File: config.mk
export PLATFORM = sky130hd
export DESIGN_NAME = stim_sequencer_flat
export DESIGN_NICKNAME = d
export VERILOG_FILES = /design/src/rtl/stim_sequencer_if.sv /design/src/rtl/stim_sequencer.sv /design/src/flat_wrapper.sv
export SDC_FILE = /design/constraint.sdc
export NUM_CORES = 2
export LEC_CHECK = 0
export CORE_MARGIN = 2
export CORE_UTILIZATION = 35
export CTS_CLUSTER_DIAMETER = 80
export DETAILED_ROUTE_END_ITERATION = 10
export GPL_TIMING_DRIVEN = 0
export PLACE_DENSITY = 0.52
export SLEW_MARGIN = 10
export SYNTH_ARGS = -nofsm -noshare
export SYNTH_HDL_FRONTEND = slang
export SYNTH_SLANG_ARGS = --single-unit
File: constraint.sdc
create_clock -name clk -period 14.1 [get_ports clk]
set_clock_uncertainty 0.05 [all_clocks]
set_input_delay 2.82 -clock clk [delete_from_list [all_inputs] [get_ports clk]]
set_output_delay 2.82 -clock clk [all_outputs]
set_load 0.005 [all_outputs]
File: src/rtl/stim_sequencer_if.sv
// DUT-facing bus of the stimulus sequencer: reset, stimulus vector,
// response vector and vector-apply strobe/index.
interface stim_sequencer_if #(
    parameter int IN_W  = 140,
    parameter int OUT_W = 159
);
    logic             dut_rst_n;
    logic [IN_W-1:0]  dut_in;
    logic [OUT_W-1:0] dut_out;
    logic             vec_valid;
    logic [31:0]      vec_idx;

    modport master (
        output dut_rst_n, dut_in, vec_valid, vec_idx,
        input  dut_out
    );

    modport slave (
        input  dut_rst_n, dut_in, vec_valid, vec_idx,
        output dut_out
    );
endinterface

File: src/rtl/stim_sequencer.sv
// Reset/stimulus sequencer: resets the DUT, drives LCG vectors and
// folds every DUT response into a 32-bit rotating signature.
module stim_sequencer #(
    parameter int          IN_W       = 140,
    parameter int          OUT_W      = 159,
    parameter logic [31:0] SEED       = 32'd1791895503,
    parameter int          RST_CYCLES = 2,
    parameter logic [31:0] LCG_MUL    = 32'h41C64E6D,
    parameter logic [31:0] LCG_INC    = 32'h3039
) (
    input  logic                 clk,
    input  logic                 rst_n,
    input  logic                 start,
    input  logic                 seed_load,
    input  logic [31:0]          seed_in,
    input  logic [31:0]          num_vec,
    stim_sequencer_if.master     bus,
    output logic                 busy,
    output logic                 done,
    output logic [31:0]          signature
);
    localparam int NW = (IN_W + 31) / 32;
    localparam int NO = (OUT_W + 31) / 32;
    localparam int WW = (NW > 1) ? $clog2(NW) : 1;

    localparam logic [2:0] S_IDLE  = 3'd0;
    localparam logic [2:0] S_RESET = 3'd1;
    localparam logic [2:0] S_FILL  = 3'd2;
    localparam logic [2:0] S_DRAIN = 3'd3;
    localparam logic [2:0] S_DONE  = 3'd4;

    logic [2:0]        r_state;
    logic [31:0]       r_lcg;
    logic [31:0]       r_num;
    logic [31:0]       r_rcnt;
    logic [WW-1:0]     r_w;
    logic [32*NW-1:0]  r_shadow;
    logic [IN_W-1:0]   r_dut_in;
    logic [31:0]       r_idx;
    logic [31:0]       r_sig;
    logic              r_dut_rst_n;
    logic              r_apply;
    logic              r_vv;
    logic              r_first;
    logic              r_busy;
    logic              r_done;

    logic [31:0]       w_lcg_nx;
    logic [32*NW-1:0]  w_vec;
    logic [32*NO-1:0]  w_pad;
    logic [31:0]       w_fold;
    logic [31:0]       w_sig_nx;
    logic [31:0]       w_idx_nx;
    logic              w_last;

    assign w_lcg_nx = r_lcg * LCG_MUL + LCG_INC;
    assign w_last   = (r_w == WW'(NW - 1));
    assign w_idx_nx = r_first ? 32'd0 : r_idx + 32'd1;
    assign w_sig_nx = {r_sig[30:0], r_sig[31]} ^ w_fold;

    always_comb begin
        w_vec = r_shadow;
        w_vec[int'(r_w)*32 +: 32] = w_lcg_nx;
    end

    // Response folded as XOR of zero-padded 32-bit chunks
    always_comb begin
        w_pad = '0;
        w_pad[OUT_W-1:0] = bus.dut_out;
        w_fold = '0;
        for (int k = 0; k < NO; k++)
            w_fold = w_fold ^ w_pad[k*32 +: 32];
    end

    always_ff @(posedge clk or negedge rst_n) begin
        if (!rst_n) begin
            r_state     <= S_IDLE;
            r_lcg       <= SEED;
            r_num       <= '0;
            r_rcnt      <= '0;
            r_w         <= '0;
            r_shadow    <= '0;
            r_dut_in    <= '0;
            r_idx       <= '0;
            r_sig       <= '0;
            r_dut_rst_n <= 1'b0;
            r_apply     <= 1'b0;
            r_vv        <= 1'b0;
            r_first     <= 1'b0;
            r_busy      <= 1'b0;
            r_done      <= 1'b0;
        end else begin
            r_vv    <= r_apply;
            r_apply <= 1'b0;
            case (r_state)
                S_IDLE, S_DONE: begin
                    if (seed_load)
                        r_lcg <= seed_in;
                    if (start) begin
                        r_num       <= num_vec;
                        r_sig       <= '0;
                        r_idx       <= '0;
                        r_done      <= 1'b0;
                        r_busy      <= 1'b1;
                        r_dut_rst_n <= 1'b0;
                        r_rcnt      <= '0;
                        r_first     <= 1'b1;
                        r_state     <= S_RESET;
                    end
                end
                S_RESET: begin
                    if (r_rcnt == 32'(RST_CYCLES - 1)) begin
                        r_dut_rst_n <= 1'b1;
                        r_w         <= '0;
                        r_state     <= S_FILL;
                    end else begin
                        r_rcnt <= r_rcnt + 32'd1;
                    end
                end
                S_FILL: begin
                    r_lcg    <= w_lcg_nx;
                    r_shadow <= w_vec;
                    if (w_last) begin
                        r_w      <= '0;
                        r_dut_in <= w_vec[IN_W-1:0];
                        r_apply  <= 1'b1;
                        r_idx    <= w_idx_nx;
                        r_first  <= 1'b0;
                        // Response to the previous vector is still on dut_out
                        if (!r_first)
                            r_sig <= w_sig_nx;
                        if (w_idx_nx == r_num)
                            r_state <= S_DRAIN;
                    end else begin
                        r_w <= r_w + WW'(1);
                    end
                end
                S_DRAIN: begin
                    r_sig   <= w_sig_nx;
                    r_busy  <= 1'b0;
                    r_done  <= 1'b1;
                    r_state <= S_DONE;
                end
                default: r_state <= S_IDLE;
            endcase
        end
    end

    assign bus.dut_rst_n = r_dut_rst_n;
    assign bus.dut_in    = r_dut_in;
    assign bus.vec_valid = r_vv;
    assign bus.vec_idx   = r_idx;
    assign busy          = r_busy;
    assign done          = r_done;
    assign signature     = r_sig;
endmodule

File: src/flat_wrapper.sv
// flat-port wrapper written by rule: the top's interface ports become plain ports
module stim_sequencer_flat 
#(
    parameter int          IN_W       = 140,
    parameter int          OUT_W      = 159,
    parameter logic [31:0] SEED       = 32'd1791895503,
    parameter int          RST_CYCLES = 2,
    parameter logic [31:0] LCG_MUL    = 32'h41C64E6D,
    parameter logic [31:0] LCG_INC    = 32'h3039
)
  (clk, rst_n, start, seed_load, seed_in, num_vec, busy, done, signature, bus_dut_rst_n, bus_dut_in, bus_vec_valid, bus_vec_idx, bus_dut_out);
  stim_sequencer_if #(.IN_W(IN_W), .OUT_W(OUT_W)) bus_i ();
  input  logic clk;
  input  logic rst_n;
  input  logic start;
  input  logic seed_load;
  input  logic [31:0] seed_in;
  input  logic [31:0] num_vec;
  output logic busy;
  output logic done;
  output logic [31:0] signature;
  output wire logic [$bits(bus_i.dut_rst_n)-1:0] bus_dut_rst_n;
  output wire logic [$bits(bus_i.dut_in)-1:0] bus_dut_in;
  output wire logic [$bits(bus_i.vec_valid)-1:0] bus_vec_valid;
  output wire logic [$bits(bus_i.vec_idx)-1:0] bus_vec_idx;
  input wire logic [$bits(bus_i.dut_out)-1:0] bus_dut_out;
  assign bus_dut_rst_n = bus_i.dut_rst_n;
  assign bus_dut_in = bus_i.dut_in;
  assign bus_vec_valid = bus_i.vec_valid;
  assign bus_vec_idx = bus_i.vec_idx;
  assign bus_i.dut_out = bus_dut_out;
  stim_sequencer #(.IN_W(IN_W), .OUT_W(OUT_W), .SEED(SEED), .RST_CYCLES(RST_CYCLES), .LCG_MUL(LCG_MUL), .LCG_INC(LCG_INC)) u_core (.clk(clk), .rst_n(rst_n), .start(start), .seed_load(seed_load), .seed_in(seed_in), .num_vec(num_vec), .bus(bus_i), .busy(busy), .done(done), .signature(signature));
endmodule
* Word level (Yosys, flattened, before mapping)
Index checks and enable logic that the tools add are counted.
** Cells by class
- $add $sub $neg :: 5
- Mux-type cells :: 30
- Equality and inequality tests :: 14
- Shifts and indexed selects :: 2
- Multiply operators :: 1
- Reductions and logical operators :: 17
- Bitwise gates (word level) :: 5
** Operator list (count)
- 32-bit 2-to-1 mux :: 7
- 32-bit one-hot mux with 2 select lines :: 3
- 160-bit bitwise mux :: 1
- 32-bit by 33-bit variable shift with 160-bit output (first input constant) :: 1
- 32-bit by 33-bit variable part select with 160-bit output :: 1
- 32-bit bitwise XOR :: 4
- 32-bit one-hot mux with 3 select lines :: 1
- 32-bit by 1-bit adder with 32-bit output (second input constant) :: 2
- 8-bit negation with 33-bit output :: 1
- 32-bit by 14-bit adder with 32-bit output (second input constant) :: 1
- 32-bit by 1-bit == test with 1-bit output (second input constant) :: 1
- 32-bit == test :: 1
- 32-bit by 31-bit multiplier with 32-bit output (second input constant) :: 1
- 32-bit by 31-bit bitwise XOR with 32-bit output :: 1
- 3-bit 2-to-1 mux :: 6
- 3-bit one-hot mux with 4 select lines :: 1
- 2-bit AND reduction :: 5
- 3-bit AND reduction :: 3
- 2-bit != test (second input constant) :: 4
- 1-bit one-hot mux with 2 select lines :: 4
- 4-bit AND reduction :: 2
- 2-bit nonzero test :: 4
- 3-bit by 2-bit == test with 1-bit output (second input constant) :: 2
- 3-bit == test (second input constant) :: 2
- other kinds (8) :: 15
** Word-level totals
- Logic and storage cells :: 89
- Bits in registers :: 472
- Output and inout port bits :: 208

* Logic depth before layout (Yosys ltp)
- Depth after elaboration :: 8
- Depth in mapped cells :: 27
- Depth with buffers taken out :: 25

* Worst setup path after synthesis
OpenSTA, ideal clock, no wires.
- Path type :: flip-flop to flip-flop
- Start point :: register u_core.r_lcg[0]
- End point :: register u_core.r_dut_in[120] (netlist: u_core.bus.dut_in[120])
- Period minus slack after synthesis :: 7.156 ns
- Arrival time :: 6.953 ns
- Path slack :: 6.944 ns
- Setup time :: 0.153 ns
- Stages on the path, launching flop included :: 27
- Data required time :: 13.897 ns
- Cell sequence :: dfstp_2 -> clkbuf_1 -> inv_1 -> ha_1 -> clkbuf_1 -> inv_1 -> ha_1 -> inv_1 -> fa_1 -> inv_1 -> fa_1 -> ha_1 -> inv_1 -> fa_1 -> inv_1 -> fa_1 -> inv_1 -> fa_1 -> inv_1 -> ha_1 -> a21o_1 -> a211o_1 -> a211oi_1 -> o32ai_1 -> a21o_1 -> a311oi_1 -> o21ai_0
** Between the ends
- Longest elaborated chain between the ends :: 4
** RTL lines
- start: declaration :: RTL line stim_sequencer.sv:33 : logic [31:0] r_lcg;
- start signal: assignment :: RTL line stim_sequencer.sv:98 : r_lcg <= seed_in;
- start signal: assignment :: RTL line stim_sequencer.sv:121 : r_lcg <= w_lcg_nx;
- 32-bit by 31-bit multiplier with 32-bit output :: RTL line stim_sequencer.sv:56 : assign w_lcg_nx = r_lcg * LCG_MUL + LCG_INC;
- 32-bit by 14-bit adder with 32-bit output :: RTL line stim_sequencer.sv:56
- 32-bit by 33-bit variable part select with 160-bit output :: RTL line stim_sequencer.sv:63 : w_vec[int'(r_w)*32 +: 32] = w_lcg_nx;
- 160-bit bitwise mux :: RTL line stim_sequencer.sv:63
- end signal: assignment :: RTL line stim_sequencer.sv:125 : r_dut_in <= w_vec[IN_W-1:0];
- end: declaration :: RTL line stim_sequencer.sv:38 : logic [IN_W-1:0] r_dut_in;
Every way passes these cells.
A chain may end at the register's enable or synchronous reset.

* Final worst setup path
- Start point :: register u_core.r_lcg[0]
- End point :: register u_core.r_dut_in[92] (netlist: u_core.bus.dut_in[92])
The elaborated chain is that of the path after synthesis.

==> results.toml <==
[sta]
whs_ps = 298.1
hold_viol_final = 0
rsz0062_at_grt = "false"
finalCritPeriodShare = 0.7082
finalMaxSlewViolations = 0
worst_slew_pin_slew_ps = 1329
tns_ps = 0
setup_viol = 0
period_minus_slack_ps = 9985
slew_headroom = 0.1075
fin_ws_ps = 4115
timing.fmax_mhz = 100.1

[global_routing]
first_global_vias = 25700
grtUsageTotal = 0.2394
grt_pass1_wl_mm = 163.4
grt-ovfl-total = 0
antenna_found_initial = 2
grt_max_degree = 105

[synthesis]
synthTopCellsByArea = "dfrtp_1 (35%), fa_1 (12%), ha_1 (8.7%)"
postSynthAreaPerCell_sq_um = 9.217
yosysMostFrequentCell = "dfrtp_1"
synth_ff_type = "dfrtp_1"
yosys-top-cells-count = "dfrtp_1 (433), inv_1 (432), nand2_1 (416)"
synth-edff-count = 0
synth_area_sq_mm = 0.03091
synthesis.nets = 3981
synth-seq-cells = 452
ys_async_sr_fraction = 1.000
yosysTopAreaCell = "dfrtp_1"
ys_warn_count = 0
synth_top_area_share = 0.3505
yosysUniqueCellTypes = 76
syn_inst = 3354
seq_area_frac_synth = 0.3667

[placed_design]
hpwl_mm = 85.93
placed_cell_area_sq_mm = 0.03687
gp_congestion = 0.8698
pre_cts_ws_ps = 4211
numPortBuffers = 434

[worst_setup_path]
path_class = "reg -> reg"
cp_slowest_stage_delay_ps = 910
path_buf_inv = 10
cp-end-kind = "register"
required_ps = 14590
crit_arrival_ps = 10480
critPathMaxFanout = 10
start_kind = "register"
critPathTopFamily = "adder cells"
cpMostUsedCell = "inv_1"
crit_path_top_delay_cell = "xor2_1"

[cts]
cts_resized = 0
clock_latency_ps = 650
post-cts-setup-buffers = 0
numCtsBuffers = 55
clock-sinks = 452
clk_pin_slew_ps = 60
clockBufferDepth = 3
clockRootBuffer = "clkbuf_16"
holdBufCountCts = 0
cts_tree = "done"
h-tree-depth = 2

[drt]
ant_nets = 0
first_iter_violations = 1818
drc_errors = 0
drtPass1Iterations = 6
routed_via_density = 5.051
num_vias = 25510
postRouteWirelength_mm = 109.4
wl_per_cell_microns = 21.66

[layout]
drive_gt1_frac = 0.04184
num_antenna_cells = 0
final_area_sq_mm = 0.03872
nets = 4478
area_growth_pct = 25.25

[floorplan]
num_rows = 108
ios = 435
core-area_sq_mm = 0.08716
die_h_microns = 301.2
dieArea_sq_mm = 0.09072
start_util = 0.3547
chipWidth_microns = 301.2

[worst_hold_path]
hold_path_class = "reg -> reg"

[run]
maxCapViolations = 0

[run_status]
status = "completed"
-- layout by cell type, fill, tap and decap left out, types with 18 or more instances in the layout --
| cell type | instances |
|---|---|
| a21oi_1 | 145 |
| a22oi_1 | 44 |
| a31oi_1 | 27 |
| and3_1 | 36 |
| clkbuf_1 | 157 |
| clkbuf_16 | 55 |
| clkdlybuf4s50_1 | 433 |
| dfrtp_1 | 433 |
| dfstp_2 | 19 |
| fa_1 | 185 |
| ha_1 | 215 |
| inv_1 | 432 |
| nand2_1 | 416 |
| nand3_1 | 75 |
| nand4_1 | 25 |
| nor2_1 | 185 |
| nor3_1 | 25 |
| nor4_1 | 22 |
| o21a_1 | 28 |
| o21ai_0 | 350 |
| o31ai_1 | 18 |
| or3_1 | 18 |
| xnor2_1 | 234 |
| xor2_1 | 39 |
-- worst paths after layout --
path | from | end | slack, ps | cells after the start
worst max-delay path | u_core.r_lcg[0] | u_core.bus.dut_in[92] | 4110 | 27
worst min-delay path | u_core.r_apply | u_core.bus.vec_valid | 300 | 0
worst max register to register | u_core.r_lcg[0] | u_core.bus.dut_in[92] | 4110 | 27
worst min register to register | u_core.r_apply | u_core.bus.vec_valid | 300 | 0
max in group asynchronous | rst_n | u_core.bus.dut_in[111] | 10330 | 4
min in group asynchronous | rst_n | u_core.bus.vec_idx[14] | 2040 | 1
-- cell type report --
class	count	area, sq um
buffer	165	629.4
clock buffer	75	1551
clock inverter	27	286.5
fill	8684	48440
inverter	432	1622
multi-input combinational	2305	17360
sequential	452	11330
tap	1155	1445
timing repair buffer	440	4494
-- routing by layer --
| layer | vias up | track usage | wire length [microns] |
|---|---|---|---|
| met5 | - | 0 | 27 |
| met3 | 136 | 0.04423 | 7151 |
| met2 | 716 | 0.3856 | 50590 |
| li1 | 12080 | - | - |
| met4 | 4 | 0.06266 | 2915 |
| met1 | 12570 | 0.3306 | 48710 |
-- flip-flops by register name (all words and copies together) (netlist names), 3 cells and up --
signal              flops
u_core.bus.dut_in     140
u_core.r_num           32
u_core.r_state          3
u_core.signature       32
u_core.r_w              3
u_core.r_rcnt          32
u_core.r_lcg           32
u_core.r_shadow       140
u_core.bus.vec_idx     32
-- stage by stage --
stage,utilization,std cells
2_1_floorplan,-,3354
3_3_place_gp,0.4211,4943
3_5_place_dp,0.4230,4949
4_1_cts,0.4441,5051
5_1_grt,0.4442,5051
6_report,0.4442,5051
-- cell families after synthesis --
kind of cell,Yosys count,share of synthesized area
AO/OA/AOI/OAI,708,0.1334
XOR/XNOR,277,0.07893
adder cells (fa/ha/maj),400,0.2068
buffers and inverters,597,0.07281
flip-flops,452,0.3667
multiplexers,29,0.009957
AND/OR/NAND/NOR,891,0.1314
Power is left out: the tool's default activity adds up to more than one toggle a clock period on the data nets, which glitch-free logic cannot reach.
